`src/rtl/fp8_pkg.sv`:
```
// Shared FP8 definitions for the MAC datapath: field widths, bias, saturation
// constants, the field-level FP8 struct and the accumulator state encoding.
package fp8_pkg;

  localparam int FP8_EXP_W  = 4;
  localparam int FP8_FRAC_W = 3;
  localparam int FP8_W      = 1 + FP8_EXP_W + FP8_FRAC_W;
  localparam int FP8_BIAS   = 7;

  localparam logic [FP8_W-1:0] FP8_ZERO    = 8'h00;
  localparam logic [FP8_W-1:0] FP8_POS_MAX = 8'h7F;
  localparam logic [FP8_W-1:0] FP8_NEG_MAX = 8'hFF;

  typedef struct packed {
    logic                  sign;
    logic [FP8_EXP_W-1:0]  expo;
    logic [FP8_FRAC_W-1:0] frac;
  } fp8_t;

  typedef enum logic {
    ACC_EMPTY = 1'b0,
    ACC_ACCUM = 1'b1
  } acc_state_e;

  function automatic logic fp8_is_zero(input fp8_t v);
    return v.expo == '0;
  endfunction

endpackage

```
`src/rtl/fp8_accum_if.sv`:
```
// Stream bundle around the FP8 accumulator: addend input with group marker,
// rounded group sum output, both with valid/ready handshakes.
interface fp8_accum_if;
  import fp8_pkg::*;

  logic [FP8_W-1:0] in_data;
  logic             in_valid;
  logic             in_last;
  logic             in_ready;
  logic [FP8_W-1:0] out_data;
  logic             out_valid;
  logic             out_ready;

  modport master (
    output in_data, in_valid, in_last, out_ready,
    input  in_ready, out_data, out_valid
  );

  modport slave (
    input  in_data, in_valid, in_last, out_ready,
    output in_ready, out_data, out_valid
  );
endinterface

```
`src/rtl/fp8_lzc.sv`:
```
// Combinational leading-zero counter; an all-zero input reports W.
module fp8_lzc #(
  parameter int W  = 12,
  parameter int CW = $clog2(W + 1)
) (
  input  logic [W-1:0]  din,
  output logic [CW-1:0] cnt
);

  // Ascending scan: the highest set bit is the last one to write cnt.
  always_comb begin
    cnt = CW'(W);
    for (int i = 0; i < W; i++) begin
      if (din[i]) cnt = CW'(W - 1 - i);
    end
  end

endmodule

```
`src/rtl/fp8_accum.sv`:
```
// Streaming FP8 group accumulator with an extended-precision running sum and a
// one-entry output buffer. Define FP8_ACCUM_RNE_EN for round-to-nearest-even output.
module fp8_accum
  import fp8_pkg::*;
#(
  parameter int EXP_BIAS = FP8_BIAS,
  parameter int ACC_FRAC = 8
) (
  input  logic         clk,
  input  logic         rst_n,
  fp8_accum_if.slave   bus
);

  localparam int MW       = 1 + FP8_FRAC_W + ACC_FRAC;
  localparam int LZW      = $clog2(MW + 1);
  localparam int EMAX_UNB = 15 - EXP_BIAS;
  localparam int EMIN_UNB = 1 - EXP_BIAS;
  localparam logic [MW-1:0] SAT_MANT = {1'b1, {FP8_FRAC_W{1'b1}}, {ACC_FRAC{1'b0}}};

  acc_state_e             state_q, state_d;
  logic                   acc_sign_q, acc_sign_d;
  logic [FP8_EXP_W-1:0]   acc_exp_q, acc_exp_d;
  logic [MW-1:0]          acc_mant_q, acc_mant_d;
  logic                   out_valid_q, out_valid_d;
  logic [FP8_W-1:0]       out_data_q, out_data_d;

  logic                   in_xfer, out_xfer;
  fp8_t                   op;
  logic                   op_zero;
  logic [FP8_EXP_W-1:0]   op_exp, a_exp, big_exp, sml_exp, diff;
  logic [MW-1:0]          op_mant, a_mant, big_mant, sml_mant, sml_sh;
  logic                   a_sign, big_sign, sml_sign, acc_bigger;
  logic [MW:0]            sum;
  logic [LZW-1:0]         lz;
  logic                   res_sign;
  logic [FP8_EXP_W-1:0]   res_exp;
  logic [MW-1:0]          res_mant;
  int                     res_e_unb;
  logic                   round_up;

  function automatic logic [FP8_W-1:0] to_fp8(input logic s, input logic [FP8_EXP_W-1:0] e,
                                              input logic [FP8_FRAC_W-1:0] f, input logic rnd);
    logic [FP8_FRAC_W:0] f_r;
    if (e == '0) return FP8_ZERO;
    f_r = {1'b0, f} + {{FP8_FRAC_W{1'b0}}, rnd};
    if (f_r[FP8_FRAC_W]) begin
      if (e == '1) return s ? FP8_NEG_MAX : FP8_POS_MAX;
      return {s, e + 4'd1, {FP8_FRAC_W{1'b0}}};
    end
    return {s, e, f_r[FP8_FRAC_W-1:0]};
  endfunction

  assign bus.in_ready  = !(out_valid_q && !bus.out_ready);
  assign bus.out_valid = out_valid_q;
  assign bus.out_data  = out_data_q;
  assign in_xfer       = bus.in_valid && bus.in_ready;
  assign out_xfer      = out_valid_q && bus.out_ready;

  // Operand unpack; exponent 0 flushes to zero, and an EMPTY accumulator reads as zero.
  assign op      = fp8_t'(bus.in_data);
  assign op_zero = fp8_is_zero(op);
  assign op_exp  = op_zero ? '0 : op.expo;
  assign op_mant = op_zero ? '0 : {1'b1, op.frac, {ACC_FRAC{1'b0}}};
  assign a_sign  = (state_q == ACC_ACCUM) ? acc_sign_q : 1'b0;
  assign a_exp   = (state_q == ACC_ACCUM) ? acc_exp_q  : '0;
  assign a_mant  = (state_q == ACC_ACCUM) ? acc_mant_q : '0;

  // Align the smaller magnitude under the larger, then add or subtract.
  assign acc_bigger = {a_exp, a_mant} >= {op_exp, op_mant};
  assign big_sign   = acc_bigger ? a_sign  : op.sign;
  assign big_exp    = acc_bigger ? a_exp   : op_exp;
  assign big_mant   = acc_bigger ? a_mant  : op_mant;
  assign sml_sign   = acc_bigger ? op.sign : a_sign;
  assign sml_exp    = acc_bigger ? op_exp  : a_exp;
  assign sml_mant   = acc_bigger ? op_mant : a_mant;
  assign diff       = big_exp - sml_exp;
  assign sml_sh     = (int'(diff) >= MW) ? '0 : (sml_mant >> diff);
  assign sum        = (big_sign == sml_sign) ? ({1'b0, big_mant} + {1'b0, sml_sh})
                                             : ({1'b0, big_mant} - {1'b0, sml_sh});

  fp8_lzc #(.W(MW), .CW(LZW)) u_lzc (
    .din (sum[MW-1:0]),
    .cnt (lz)
  );

  // Normalize in the unbiased exponent domain, then clamp or flush.
  always_comb begin
    res_sign  = 1'b0;
    res_exp   = '0;
    res_mant  = '0;
    res_e_unb = int'(big_exp) - EXP_BIAS;
    if (sum != '0) begin
      if (sum[MW]) begin
        res_e_unb = res_e_unb + 1;
        res_mant  = sum[MW:1];
      end else begin
        res_e_unb = res_e_unb - int'(lz);
        res_mant  = sum[MW-1:0] << lz;
      end
      if (res_e_unb > EMAX_UNB) begin
        res_sign = big_sign;
        res_exp  = '1;
        res_mant = SAT_MANT;
      end else if (res_e_unb < EMIN_UNB) begin
        res_mant = '0;
      end else begin
        res_sign = big_sign;
        res_exp  = FP8_EXP_W'(res_e_unb + EXP_BIAS);
      end
    end
  end

`ifdef FP8_ACCUM_RNE_EN
  assign round_up = res_mant[ACC_FRAC-1] & ((|res_mant[ACC_FRAC-2:0]) | res_mant[ACC_FRAC]);
`else
  assign round_up = 1'b0;
`endif

  always_comb begin
    state_d     = state_q;
    acc_sign_d  = acc_sign_q;
    acc_exp_d   = acc_exp_q;
    acc_mant_d  = acc_mant_q;
    out_valid_d = out_valid_q;
    out_data_d  = out_data_q;
    if (out_xfer) out_valid_d = 1'b0;
    if (in_xfer) begin
      if (bus.in_last) begin
        state_d     = ACC_EMPTY;
        acc_sign_d  = 1'b0;
        acc_exp_d   = '0;
        acc_mant_d  = '0;
        out_valid_d = 1'b1;
        out_data_d  = to_fp8(res_sign, res_exp, res_mant[MW-2 -: FP8_FRAC_W], round_up);
      end else begin
        state_d    = ACC_ACCUM;
        acc_sign_d = res_sign;
        acc_exp_d  = res_exp;
        acc_mant_d = res_mant;
      end
    end
  end

  // State boundary: accumulator and output buffer.
  always_ff @(posedge clk or negedge rst_n) begin
    if (!rst_n) begin
      state_q     <= ACC_EMPTY;
      acc_sign_q  <= 1'b0;
      acc_exp_q   <= '0;
      acc_mant_q  <= '0;
      out_valid_q <= 1'b0;
      out_data_q  <= FP8_ZERO;
    end else begin
      state_q     <= state_d;
      acc_sign_q  <= acc_sign_d;
      acc_exp_q   <= acc_exp_d;
      acc_mant_q  <= acc_mant_d;
      out_valid_q <= out_valid_d;
      out_data_q  <= out_data_d;
    end
  end

endmodule

```
`src/flat_wrapper.sv`:
```
// flat-port wrapper written by rule: the top's interface ports become plain ports
module fp8_accum_flat import fp8_pkg::*;
#(
  parameter int EXP_BIAS = FP8_BIAS,
  parameter int ACC_FRAC = 8
)
  (clk, rst_n, bus_in_data, bus_in_valid, bus_in_last, bus_out_ready, bus_in_ready, bus_out_data, bus_out_valid);
  fp8_accum_if bus_i ();
  input  logic clk;
  input  logic rst_n;
  input wire logic [$bits(bus_i.in_data)-1:0] bus_in_data;
  input wire logic [$bits(bus_i.in_valid)-1:0] bus_in_valid;
  input wire logic [$bits(bus_i.in_last)-1:0] bus_in_last;
  input wire logic [$bits(bus_i.out_ready)-1:0] bus_out_ready;
  output wire logic [$bits(bus_i.in_ready)-1:0] bus_in_ready;
  output wire logic [$bits(bus_i.out_data)-1:0] bus_out_data;
  output wire logic [$bits(bus_i.out_valid)-1:0] bus_out_valid;
  assign bus_i.in_data = bus_in_data;
  assign bus_i.in_valid = bus_in_valid;
  assign bus_i.in_last = bus_in_last;
  assign bus_i.out_ready = bus_out_ready;
  assign bus_in_ready = bus_i.in_ready;
  assign bus_out_data = bus_i.out_data;
  assign bus_out_valid = bus_i.out_valid;
  fp8_accum #(.EXP_BIAS(EXP_BIAS), .ACC_FRAC(ACC_FRAC)) u_core (.clk(clk), .rst_n(rst_n), .bus(bus_i));
endmodule
```
`config.mk`:
```
export PLATFORM = sky130hd
export DESIGN_NAME = fp8_accum_flat
export DESIGN_NICKNAME = d
export VERILOG_FILES = /design/src/rtl/fp8_pkg.sv /design/src/rtl/fp8_accum_if.sv /design/src/rtl/fp8_lzc.sv /design/src/rtl/fp8_accum.sv /design/src/flat_wrapper.sv
export SDC_FILE = /design/constraint.sdc
export NUM_CORES = 1
export LEC_CHECK = 0
export ABC_AREA = 1
export CAP_MARGIN = 15
export CORE_MARGIN = 2
export CORE_UTILIZATION = 61
export CTS_BUF_LIST = sky130_fd_sc_hd__clkbuf_4 sky130_fd_sc_hd__clkbuf_8 sky130_fd_sc_hd__clkbuf_16
export CTS_CLUSTER_DIAMETER = 200
export DETAILED_ROUTE_END_ITERATION = 8
export PLACE_DENSITY_LB_ADDON = 0.1
export SETUP_SLACK_MARGIN = 0.15
export SLEW_MARGIN = 25
export SYNTH_ARGS = -nofsm -noshare
export SYNTH_HDL_FRONTEND = slang
export SYNTH_SLANG_ARGS = --single-unit
```
`constraint.sdc`:
```
create_clock -name clk -period 11.8 [get_ports clk]
set_input_delay 1.77 -clock clk [delete_from_list [all_inputs] [get_ports clk]]
set_output_delay 1.77 -clock clk [all_outputs]
set_load 0.03 [all_outputs]
```
==> flow_summary.toml <==
[cells_and_area]
nNetsFinal = 857
area_growth_pct = 6.22
multi_input_area_mm2 = 0.00362
fillers = 751
diodes = 0
seq_area_um2 = 676
layout-drive-gt1-share_pct = 9.55

[worst_hold_path]
hold_class = "reg -> reg"
whs_path_depth = 2
holdPathEnd = "u_core.acc_mant_q[10]"
min-delay-start = "u_core.acc_mant_q[10]"

[clock_tree]
cts.hold.buffers_added = 0
root_buffer = "clkbuf_8"
path_clk_slew_ns = 0.10
cts_tree = "done"
ctsHtreeMaxLevel = 1
worstSkewPairLatency_ns = 0.28
cts_buffers = 3
clock_path_buffers = 2
cts.sinks = 27

[timing]
rsz0062_at_grt = "false"
max_freq_mhz = 92.7
slew_headroom_pct = 54.8
hold_viol = 0
period_share_pct = 91.4
finalSetupTns_ns = 0
final.setup_skew_ns = 0.0107
period_needed_ns = 10.79
slew_violations = 0
setup_ws_ns = 1.01
worst_pin_slew_ns = 0.678
final-setup-viol-count = 0

[routing]
drc = 0
wl_per_cell_um = 14.5
vias_per_cell = 5.79
antenna_left = 0
highest_layer = "met4"
dr_wl_met2_um = 6220
firstDrtPassIters = 5
wl_met1_um = 6090
first_iter_violations = 328
vias = 5255
wl_um = 13200
wl_met3_um = 471

[placement]
port_buffers = 22
gp_congestion = 1.06
pre_cts_slack_ns = 0.422
dpl.hpwl_um = 10700

[yosys]
yosys.area.top_type_share_pct = 19.7
synthArstFlopShare_pct = 100
synth_area_leaders = "nand2_1, dfrtp_1, ha_1, nand3_1, inv_1"
yosysSeqAreaShare_pct = 14.1
synth_top_area_cell = "nand2_1"
ys_seq_elements = 27
ys.flop_type = "dfrtp_1"
syn_area_mm2 = 0.00479
yosys.cell_types.count = 47
syn_nets = 848
avgSynthCellArea_um2 = 6.00
yosys_warnings = 0
synth-edff-count = 0
netlist_instances = 798

[critical_path]
path_class = "in -> reg"
r2r_end = "u_core.bus.out_data[1]"
reg2regPathDepth = 47
cp_max_fo = 28
cpMostUsedCell = "nand2_1"
critical_path_required_ns = 11.98
end_kind = "register"
max_stage_delay_ns = 0.52
start_kind = "input port"
cp_data_arrival_time_ns = 10.97
cp_slowest_cell = "clkdlybuf4s50_1"
r2r_slack_ns = 2.32
r2r_start = "u_core.state_q"

[outcome]
outcome = "finished clean"

[grt]
gr-total-overflow = 0
grt_pass1_wl_um = 22400
track_usage_pct = 31.5
grt_max_degree = 29
grt_pass1_vias = 4876
antenna_found_initial = 0

[floorplan]
ios = 23
die_width_um = 92.6
design.die.area_mm2 = 0.00858
rows = 32
initial_utilization_pct = 62.3
fp.dieH_um = 92.6
core-area_mm2 = 0.00769

[run]
drv_cap = 0
==> cell usage after synthesis, types with 2 or more instances <==
cell,n
nand2_1,252
inv_1,94
nand3_1,87
nor2_1,53
o21ai_0,40
ha_1,35
dfrtp_1,27
nand2_2,26
o21ai_1,25
xor2_1,23
a21oi_1,22
nand4_1,18
nor3_1,9
nand3_2,8
clkbuf_1,7
xnor2_1,6
buf_2,5
inv_2,5
a21oi_2,4
a31oi_1,4
buf_6,4
nor2_2,4
buf_4,3
nand3_4,3
nand3b_1,3
o21ai_2,3
fa_1,2
nand2_8,2
nand4_4,2
o21a_1,2
o21bai_1,2
o31ai_1,2
or2_2,2
==> cell type report <==
class	instances	area share (%)
clock buffers	3	0.811
clock inverters	1	0.0984
inverters	100	7.43
multi-input cells	650	71.2
flip-flops and latches	27	13.3
well taps	102	2.51
repair buffers	25	4.67
==> cells by family after synthesis <==
logic type,count (synthesis),share of synthesized area (%)
simple gates,473,46.1
xor+xnor,30,5.64
flops,27,14.1
fa+ha+maj,37,9.98
buf+inv,121,10.8
compound gates,110,13.4
==> cells in the final DEF (no fill, tap or decap), types with 2 or more instances in the layout <==
master | Yosys | routed
nand2_1 | 252 | 251
inv_1 | 94 | 94
nand3_1 | 87 | 87
nor2_1 | 53 | 53
o21ai_0 | 40 | 37
ha_1 | 35 | 34
o21ai_1 | 25 | 28
nand2_2 | 26 | 27
dfrtp_1 | 27 | 27
a21oi_1 | 22 | 22
xor2_1 | 23 | 22
clkdlybuf4s50_1 | 0 | 21
nand4_1 | 18 | 18
nor3_1 | 9 | 9
nand3_2 | 8 | 8
xnor2_1 | 6 | 6
inv_2 | 5 | 5
nor2_2 | 4 | 4
a21oi_2 | 4 | 4
a31oi_1 | 4 | 4
nand3_4 | 3 | 3
o21ai_2 | 3 | 3
nand3b_1 | 3 | 3
clkbuf_8 | 0 | 3
buf_4 | 3 | 3
o31ai_1 | 2 | 2
nand4_4 | 2 | 2
nand2_8 | 2 | 2
or2_2 | 2 | 2
o21bai_1 | 2 | 2
o21a_1 | 2 | 2
fa_1 | 2 | 2
==> flip-flops by register name (all words and copies together), names as in the netlist <==
signal	cells
u_core.acc_sign_q	1
u_core.acc_exp_q	4
u_core.bus.out_data	8
u_core.state_q	1
u_core.acc_mant_q	12
u_core.bus.out_valid	1
==> critical path, delay by kind of cell <==
| family | cells | cell delay (ns) |
|---|---|---|
| adders and majority gates | 6 | 2.16 |
| AOI/OAI and AO/OA | 7 | 1.87 |
| xor gates and xnor gates | 3 | 0.69 |
| and+or+nand+nor | 26 | 3.06 |
| buffers and inverters | 7 | 1.37 |
==> worst max path at each step <==
stage | startpoint | to | slack (ns) | cells after the start
finish | bus_in_data[4] | u_core.bus.out_data[1] | 1.01 | 49
global route | bus_in_data[4] | u_core.bus.out_data[2] | 0.18 | 54
CTS | bus_in_data[4] | u_core.bus.out_data[2] | 0.71 | 47
detailed placement | bus_in_data[4] | u_core.bus.out_data[2] | 0.42 | 47
global placement | bus_in_data[3] | u_core.bus.out_data[2] | 0.70 | 47
floorplan | bus_in_data[3] | u_core.bus.out_data[0] | 2.52 | 50
==> through the flow <==
stage               std cells  utilization (%)  instance area (um2)  hold slack (ns)
floorplan                 798                -                 4790            0.449
global placement          903             65.3                 5020            0.466
detailed placement        903             65.2                 5010            0.473
CTS                       907             65.8                 5060            0.496
global route              908             66.2                 5090            0.532
finish                    908             66.2                 5090            0.493
==> what timing repair did <==
item,4_1_cts,5_1_grt
endpoints found under the setup margin,0,16
buffers inserted,0,1
resized for setup,0,7
==> metal layers <==
metal | up-vias | track usage [%]
li1 | 2631 | -
met1 | 2441 | 43.0
met2 | 156 | 54.0
met3 | 27 | 1.79
met4 | 0 | 9.31
met5 | - | 0
Power is left out: the tool's default activity adds up to more than one toggle a clock period on the data nets, which glitch-free logic cannot reach.
